--- config.mk ---
export PLATFORM = sky130hd
export DESIGN_NAME = dino_collision_ctrl
export DESIGN_NICKNAME = d
export VERILOG_FILES = /design/src/rtl/dino_collision_ctrl.sv
export SDC_FILE = /design/constraint.sdc
export NUM_CORES = 1
export LEC_CHECK = 0
export CORE_UTILIZATION = 50
export CTS_BUF_LIST = sky130_fd_sc_hd__clkbuf_4
export CTS_CLUSTER_SIZE = 40
export DETAILED_ROUTE_END_ITERATION = 6
export GPL_TIMING_DRIVEN = 0
export PLACE_DENSITY_LB_ADDON = 0.05
export SETUP_SLACK_MARGIN = 0.02
export SYNTH_ARGS = -nofsm -noshare
export SYNTH_HDL_FRONTEND = slang
export SYNTH_SLANG_ARGS = --single-unit
--- constraint.sdc ---
create_clock -name clk -period 4.1 [get_ports clk]
set_clock_uncertainty 0.2 [all_clocks]
set_input_delay 1.23 -clock clk [delete_from_list [all_inputs] [get_ports clk]]
set_output_delay 1.23 -clock clk [all_outputs]
set_load 0.01 [all_outputs]
--- src/rtl/dino_collision_ctrl.sv ---
// Dino game-state controller. Runs the per-tick hitbox test against three danger
// slots, sequences IDLE/RUN/OVER, and keeps a saturating BCD score and high score.
module dino_collision_ctrl #(
  parameter int unsigned DINO_X    = 40,
  parameter int unsigned DINO_W    = 40,
  parameter int unsigned DINO_H    = 43,
  parameter int unsigned CACTUS_W  = 16,
  parameter int unsigned BIRD_W    = 32,
  parameter int unsigned BIRD_H    = 24,
  parameter int unsigned SCORE_DIV = 4
) (
  input  logic        clk,
  input  logic        rst,
  input  logic        game_clk,
  input  logic        start,
  input  logic [8:0]  dino_pos,
  input  logic [8:0]  danger_pos1,
  input  logic [8:0]  danger_pos2,
  input  logic [8:0]  danger_pos3,
  input  logic [2:0]  danger_type1,
  input  logic [2:0]  danger_type2,
  input  logic [2:0]  danger_type3,
  input  logic        danger_en1,
  input  logic        danger_en2,
  input  logic        danger_en3,
  output logic        freeze,
  output logic        game_over,
  output logic [1:0]  hit_idx,
  output logic [15:0] score,
  output logic [15:0] high_score
);

  typedef enum logic [1:0] {ST_IDLE, ST_RUN, ST_OVER} state_t;

  localparam int unsigned CNT_W = (SCORE_DIV > 1) ? $clog2(SCORE_DIV) : 1;
  localparam logic [CNT_W-1:0] CNT_LAST = CNT_W'(SCORE_DIV - 1);

  state_t            state_q, state_d;
  logic [CNT_W-1:0]  cnt_q, cnt_d;
  logic [1:0]        hit_idx_q, hit_idx_d;
  logic [15:0]       score_q, score_d;
  logic [15:0]       high_score_q, high_score_d;
  logic              freeze_q, freeze_d;
  logic              game_over_q, game_over_d;
  logic              game_clk_q;
  logic              tick;
  logic              hit_evt;

  logic [8:0]        dino_pos_q, dino_pos_d;
  logic [2:0][8:0]   pos_q, pos_d;
  logic [2:0][2:0]   type_q, type_d;
  logic [2:0]        en_q, en_d;
  logic              s1_valid_q, s1_valid_d;
  logic [2:0]        hit_q, hit_d;
  logic              s2_valid_q, s2_valid_d;

  assign tick = game_clk & ~game_clk_q;

  // BCD +1 with per-digit carry; 9999 is sticky.
  function automatic logic [15:0] bcd_inc(input logic [15:0] v);
    logic [15:0] r;
    logic        c;
    r = v;
    c = 1'b1;
    if (v != 16'h9999) begin
      for (int i = 0; i < 4; i++) begin
        if (c) begin
          if (r[4*i +: 4] == 4'd9) begin
            r[4*i +: 4] = 4'd0;
          end else begin
            r[4*i +: 4] = r[4*i +: 4] + 4'd1;
            c = 1'b0;
          end
        end
      end
    end
    return r;
  endfunction

  always_comb begin
    dino_pos_d = dino_pos_q;
    pos_d      = pos_q;
    type_d     = type_q;
    en_d       = en_q;
    if (tick) begin
      dino_pos_d = dino_pos;
      pos_d      = {danger_pos3, danger_pos2, danger_pos1};
      type_d     = {danger_type3, danger_type2, danger_type1};
      en_d       = {danger_en3, danger_en2, danger_en1};
    end
  end

  // All sums are 10 bits wide so that pos + width cannot wrap.
  for (genvar gi = 0; gi < 3; gi++) begin : g_hit
    logic [9:0] w, h, alt, x, y;
    assign x   = {1'b0, pos_q[gi]};
    assign y   = {1'b0, dino_pos_q};
    assign w   = type_q[gi][2] ? 10'(BIRD_W) : 10'(CACTUS_W);
    assign h   = type_q[gi][2] ? 10'(BIRD_H) : (type_q[gi][1] ? 10'd48 : 10'd32);
    assign alt = type_q[gi][2] ? ({4'd0, type_q[gi][1:0], 4'd0} + 10'd16) : 10'd0;
    assign hit_d[gi] = en_q[gi]
                     && (10'(DINO_X) < x + w) && (x < 10'(DINO_X + DINO_W))
                     && (y < alt + h) && (alt < y + 10'(DINO_H));
  end

  always_comb begin
    state_d      = state_q;
    cnt_d        = cnt_q;
    hit_idx_d    = hit_idx_q;
    score_d      = score_q;
    high_score_d = high_score_q;
    freeze_d     = freeze_q;
    game_over_d  = game_over_q;
    hit_evt      = 1'b0;
    case (state_q)
      ST_RUN: begin
        if (s2_valid_q) begin
          if (|hit_q) begin
            hit_evt     = 1'b1;
            state_d     = ST_OVER;
            freeze_d    = 1'b1;
            game_over_d = 1'b1;
            hit_idx_d   = hit_q[0] ? 2'd1 : (hit_q[1] ? 2'd2 : 2'd3);
            if (score_q > high_score_q) high_score_d = score_q;
          end else if (cnt_q == CNT_LAST) begin
            cnt_d   = '0;
            score_d = bcd_inc(score_q);
          end else begin
            cnt_d = cnt_q + 1'b1;
          end
        end
      end
      default: begin
        if (start) begin
          state_d     = ST_RUN;
          cnt_d       = '0;
          score_d     = 16'h0000;
          hit_idx_d   = 2'd0;
          freeze_d    = 1'b0;
          game_over_d = 1'b0;
        end
      end
    endcase
    // Ticks only enter the pipeline while running; a hit flushes anything behind it.
    s1_valid_d = tick && (state_q == ST_RUN) && !hit_evt;
    s2_valid_d = s1_valid_q && !hit_evt;
  end

  always_ff @(posedge clk or posedge rst) begin
    if (rst) begin
      state_q      <= ST_IDLE;
      cnt_q        <= '0;
      hit_idx_q    <= 2'd0;
      score_q      <= 16'h0000;
      high_score_q <= 16'h0000;
      freeze_q     <= 1'b1;
      game_over_q  <= 1'b0;
      game_clk_q   <= 1'b0;
      dino_pos_q   <= '0;
      pos_q        <= '0;
      type_q       <= '0;
      en_q         <= '0;
      s1_valid_q   <= 1'b0;
      hit_q        <= '0;
      s2_valid_q   <= 1'b0;
    end else begin
      state_q      <= state_d;
      cnt_q        <= cnt_d;
      hit_idx_q    <= hit_idx_d;
      score_q      <= score_d;
      high_score_q <= high_score_d;
      freeze_q     <= freeze_d;
      game_over_q  <= game_over_d;
      game_clk_q   <= game_clk;
      dino_pos_q   <= dino_pos_d;
      pos_q        <= pos_d;
      type_q       <= type_d;
      en_q         <= en_d;
      s1_valid_q   <= s1_valid_d;
      hit_q        <= hit_d;
      s2_valid_q   <= s2_valid_d;
    end
  end

  assign freeze     = freeze_q;
  assign game_over  = game_over_q;
  assign hit_idx    = hit_idx_q;
  assign score      = score_q;
  assign high_score = high_score_q;

endmodule

==> results_dict.tcl, run 1 <==
set metrics [dict create \
    outcome "complete, no violations" \
    dp_slack_ns 0.391 \
    synthTopCellsByCount "dfrtp_1, ha_1, mux2_2" \
    hold_buffers 0 \
    final_cells 724 \
    pin_count 88 \
    worst_setup_path_start_kind "flop" \
    drtIter0Drc 118 \
    startpoint "score[15]$_DFFE_PP0P_" \
    grt_pass1_wl_mm 18.8 \
    drv_cap 0 \
    clk_path_buf_depth 2 \
    wl_met1_mm 4.74 \
    dpl.cell_count 708 \
    met2_length_mm 5.74 \
    top_layer "met4" \
    post_cts_buffers 0 \
    syn_avg_cell_area_sq_um 10.9 \
    leakage_nw 2.92 \
    grt_overflow 0 \
    io_buffers 87 \
    slowest_delay_ns 0.56 \
    synth_edf_count 0 \
    maxSlewHeadroom_pct 51.6 \
    n_antenna_cell 0 \
    yosys.area_share.simple_pct 12.2 \
    grt_max_degree 65 \
    die_w_um 105 \
    antenna_found_initial 0 \
    async_flop_share_pct 100 \
    crit_arrival_ns 3.47 \
    crit_slowest_cell "nor4_1" \
    hold_class "flop to flop" \
    finalMaxSlewViolations 0 \
    yosysSeqAreaShare_pct 44.2 \
    clock-root-buffer "clkbuf_4" \
    core_region_area_sq_mm 0.0103 \
    ys_ff_latch 93 \
    nets 694 \
    clk-insertion-delay-late_ns 0.45 \
    grt_pass1_vias 4054 \
    wl_met3_um 326 \
    period_needed_ns 3.32 \
    syn_area_sq_mm 0.00527 \
    nFillCells 921 \
    drive_above_1_share_pct 13.1 \
    muxShareOfSynthArea_pct 13.0 \
    drc 0 \
    vdd_drop_max_uv 177 \
    cts_buffers 9 \
    syn2layout_area_growth_pct 22.4 \
    worst_slew_pin_slew_ns 0.726 \
    yosys_warnings 0 \
    synth_top_area_share_pct 43.7 \
    synthCells 484 \
    synthTopCellsByArea "dfrtp_1, ha_1, mux2_2, inv_1, o21ai_0" \
    finalCritPeriodShare_pct 81.0 \
    drtPass1Iterations 4 \
    dp_hpwl_mm 8.48 \
    h-tree-depth 3 \
    whs_ns 0.299 \
    hold_viol 0 \
    rsz0062_at_grt "no" \
    synthXorXnorAreaFrac_pct 0.831 \
    wl_per_cell_um 15.2 \
    end_kind "flop" \
    rows 37 \
    fp.dieH_um 105 \
    synth_top_cell_by_area "dfrtp_1" \
    antenna_left 0 \
    synth-adder-area-share_pct 14.4 \
    setup_ws_ns 0.780 \
    path_class "flop to flop" \
    clock_sinks 93 \
    place.gp.congestion 0.826 \
    power_density_mw_per_mm2 410 \
    dpl_cell_area_sq_mm 0.00634 \
    crit_fanout 10 \
    synth_compound_area_share_pct 11.6 \
    cp_top_family "compound AO/OA/AOI/OAI gates" \
    avgViaCountPerCell 5.43 \
    synth_ff_type "dfrtp_1" \
    cts.reportedPaths.clkPinSlew_ns 0.15 \
    cp.required_ns 4.25 \
    r2r_start "score[15]$_DFFE_PP0P_" \
    vias 3933 \
    clock.fmax_ghz 0.301 \
    worstHoldStart "s1_valid_q$_DFF_PP0_" \
    postCtsResizedCells 0 \
    grtUsageTotal_pct 21.8 \
    ys_types 49 \
    synth_top_family_by_area "adder cells" \
    yosysMostFrequentCell "dfrtp_1" \
    setup_viol 0 \
    crit_buf_inv 1 \
    dieArea_sq_mm 0.0110 \
    cp_cell_sequence "ha_1 > nand4_1 > nor4_1 > o21ai_0 > a31oi_2 > buf_6 > mux2_2" \
    tritoncts "built" \
    syn_nets 595 \
    fin_area_sq_mm 0.00645 \
    wl_mm 11.0 \
    start_util_pct 51.3 \
]
==> layout make-up <==
| class | count | area [sq um] | area share, % |
|---|---|---|---|
| buffer | 10 | 45.0 | 0.698 |
| clock buffer | 11 | 82.6 | 1.28 |
| clock inverter | 5 | 26.3 | 0.407 |
| timing repair buffer | 88 | 898 | 13.9 |
| tap | 136 | 170 | 2.64 |
| multi-input combinational | 341 | 2750 | 42.6 |
| sequential | 93 | 2330 | 36.1 |
| inverter | 40 | 153 | 2.37 |
==> sequential cells by signal (all words and copies together) (netlist names), 2 cells and up <==
name        count
cnt_q           2
en_q            3
g_hit.x        27
state_q         2
dino_pos_q      9
hit_idx         2
type_q          9
hit_q           3
high_score     16
score          16
==> worst paths after layout <==
kind / endpoint / slack (ns) / depth (start not counted)
worst max-delay path: high_score[0]$_DFFE_PP0P_ / 0.78 / 7
worst min register to register: s2_valid_q$_DFF_PP0_ / 0.30 / 1
worst max register to register: high_score[0]$_DFFE_PP0P_ / 0.78 / 7
worst min-delay path: s2_valid_q$_DFF_PP0_ / 0.30 / 1
min in group asynchronous: high_score[8]$_DFFE_PP0P_ / 0.90 / 2
max in group asynchronous: type_q[5]$_DFFE_PP0P_ / 2.15 / 3
==> power breakdown <==
part,internal [mW],switching (mW)
Clock,0.135,0.304
Combinational,0.513,0.453
Sequential,1.07,0.165
Total,1.72,0.923
==> metal layers <==
metal	track usage, %	up-vias
met3	4.05	18
met5	0	-
met4	7.34	0
met1	25.9	1904
li1	-	1929
met2	39.5	82
==> cells by family (layout without fill, tap and decap cells) <==
| group | Yosys count | in the layout |
|---|---|---|
| compound gates | 94 | 94 |
| simple gates | 121 | 121 |
| fa+ha+maj | 59 | 59 |
| mux | 62 | 62 |
| buf+inv | 50 | 154 |
| xor+xnor | 5 | 5 |
| flops | 93 | 93 |
==> cell usage in the layout, fill, tap and decap left out, drive strengths merged, types with 3 or more instances in the layout <==
| cell | n |
|---|---|
| a211oi | 3 |
| nand3b | 7 |
| o31ai | 7 |
| clkinv | 4 |
| inv | 41 |
| ha | 56 |
| clkbuf | 16 |
| mux2i | 9 |
| a21o | 19 |
| buf | 6 |
| o21ai | 30 |
| mux2 | 53 |
| nand2 | 33 |
| clkdlybuf4s50 | 87 |
| xnor2 | 5 |
| and2 | 8 |
| fa | 3 |
| nor2 | 21 |
| nand2b | 8 |
| a21oi | 17 |
| dfrtp | 92 |
| nor2b | 4 |
| or3 | 3 |
| o22ai | 3 |
| a31oi | 4 |
| nand4 | 5 |
| nand3 | 15 |
| nor3 | 3 |
| nor4b | 4 |
==> worst register-to-register path, stage by stage (launching register included) <==
cell and delay (ns):
dfrtp_1 0.48, ha_1 0.36, nand4_1 0.19, nor4_1 0.56, o21ai_0 0.29, a31oi_2 0.54
buf_6 0.25, mux2_2 0.35
==> per-stage QoR <==
step | power [mW] | util (%) | setup TNS (ns)
final | 2.64 | 62.8 | 0
after global routing | 2.86 | 62.8 | 0
after CTS | 2.68 | 62.8 | 0
after detailed placement | 2.23 | 61.7 | 0
after global placement | 2.18 | 61.4 | -110.38
after floorplan | 1.83 | - | 0
Note: power is estimated with default switching activity, not from simulation.
==> run 2, diff against run 1 <==
clock period = 2.8 ns   (was 4.1 ns; I/O delays follow)
==> results_dict.tcl, run 2 (synthesis gave the netlist of run 1 again) <==
set metrics [dict create \
    tritoncts "built" \
    outcome "complete, no violations" \
    antenna_found_initial 0 \
    largest_reg_flops 27 \
    setup_viol 0 \
    fin_area_sq_mm 0.00655 \
    whs_ns 0.289 \
    dp_slack_ns -0.586 \
    maxSlewHeadroom_pct 57.5 \
    nets 698 \
    crit_arrival_ns 2.81 \
    die_w_um 105 \
    wl_mm 11.0 \
    clock.fmax_ghz 0.373 \
    drv_cap 0 \
    cp.required_ns 2.93 \
    pin_count 88 \
    vias 3937 \
    crit_fanout 10 \
    drtIter0Drc 98 \
    worst_slew_pin_slew_ns 0.629 \
    cts_buffers 9 \
    dp_hpwl_mm 8.60 \
    seq_area_sq_mm 0.00233 \
    vdd_drop_max_uv 339 \
    rows 37 \
    crit_buf_inv 3 \
    clk-insertion-delay-late_ns 0.45 \
    grtUsageTotal_pct 21.7 \
    slowest_delay_ns 0.52 \
    power_density_mw_per_mm2 615 \
    final_cells 728 \
    path_class "primary input to flop" \
    cp_common_cell "buf_1" \
    finalCritPeriodShare_pct 95.7 \
    grt_overflow 0 \
    start_util_pct 51.3 \
    period_needed_ns 2.68 \
    cts.reportedPaths.clkPinSlew_ns 0.14 \
    dpl.cell_count 709 \
    drive_above_1_share_pct 14.5 \
    met2_length_mm 5.75 \
    clock_sinks 93 \
    grt_pass1_wl_mm 18.9 \
    grt_max_degree 39 \
    avgViaCountPerCell 5.41 \
    drtPass1Iterations 4 \
    layout_common_cells "dfrtp_1, clkdlybuf4s50_1, ha_1" \
    io_buffers 87 \
    worst_setup_path_start_kind "primary input" \
    wl_met3_um 250 \
    finalMaxSlewViolations 0 \
    drc 0 \
    dpl_cell_area_sq_mm 0.00636 \
    clk_path_buf_depth 2 \
    n_antenna_cell 0 \
    grt_pass1_vias 4070 \
    total_power_mw 4.03 \
    post-route-util_pct 63.7 \
    end_kind "flop" \
    hold_viol 0 \
    cp_top_family "buffers and inverters" \
    hold_class "flop to flop" \
    wl_met1_mm 4.81 \
    syn2layout_area_growth_pct 24.2 \
    fp.dieH_um 105 \
    place.gp.congestion 0.845 \
    crit_slowest_cell "buf_1" \
    layout_commonest_cell "dfrtp_1" \
    rsz0062_at_grt "no" \
    cp_cell_sequence "clkdlybuf4s50_1 > nor2b_1 > buf_1 > buf_1 > mux2_2" \
    setup_ws_ns 0.120 \
    antenna_left 0 \
    top_layer "met4" \
    core_region_area_sq_mm 0.0103 \
    wl_per_cell_um 15.1 \
    h-tree-depth 3 \
    leakage_nw 2.94 \
    clock-root-buffer "clkbuf_4" \
    nFillCells 888 \
    dieArea_sq_mm 0.0110 \
    multiInputGateArea_sq_mm 0.00278 \
    setup_tns_ns 0 \
]
run 2: path summary, 6_finish.rpt:
kind                       depth (start not counted)                   endpoint                  start  slack [ns]
max reg2reg                                        7  high_score[0]$_DFFE_PP0P_  score[15]$_DFFE_PP0P_        0.12
min                                                1       s2_valid_q$_DFF_PP0_   s1_valid_q$_DFF_PP0_        0.29
min reg2reg                                        1       s2_valid_q$_DFF_PP0_   s1_valid_q$_DFF_PP0_        0.29
max                                                5      type_q[4]$_DFFE_PP0P_               game_clk        0.12
max in group asynchronous                          3         freeze$_DFFE_PP1P_                    rst        1.16
min in group asynchronous                          2       game_clk_q$_DFF_PP0_                    rst        0.62
run 2: metal layers:
metal | track usage [%] | vias to the layer above
met1 | 26.0 | 1913
met3 | 3.37 | 17
li1 | - | 1931
met4 | 7.75 | 0
met5 | 0 | -
met2 | 39.3 | 76
run 2: power by group:
group          switching, mW  internal, mW  total (mW)  leakage [nW]
sequential             0.240          1.57        1.81          1.15
clock                  0.472         0.282       0.753        0.0704
combinational          0.695         0.768        1.46          1.73
run 2: repair_timing:
action,4_1_cts,5_1_grt
buffers inserted,3,0
pin swaps,3,1
endpoints found under the setup margin,17,11
hold buffers,0,0
hold endpoints to repair,0,0
gates resized for setup,5,3
run 2: final cells by class:
| class | instances | share of cell area, % |
|---|---|---|
| well taps | 136 | 2.60 |
| clock inverters | 6 | 0.956 |
| inverters | 40 | 2.35 |
| multi-input cells | 341 | 42.4 |
| clock buffers | 10 | 1.15 |
| repair buffers | 92 | 14.3 |
| plain buffers | 10 | 0.707 |
| flip-flops and latches | 93 | 35.6 |
run 2: worst register-to-register path: cells and delay by family, from the launching register on:
kind | cells | cell delay [ns]
compound gates | 2 | 0.40
buf+inv | 1 | 0.20
fa+ha+maj | 1 | 0.36
mux | 1 | 0.35
flops | 1 | 0.48
simple gates | 2 | 0.59
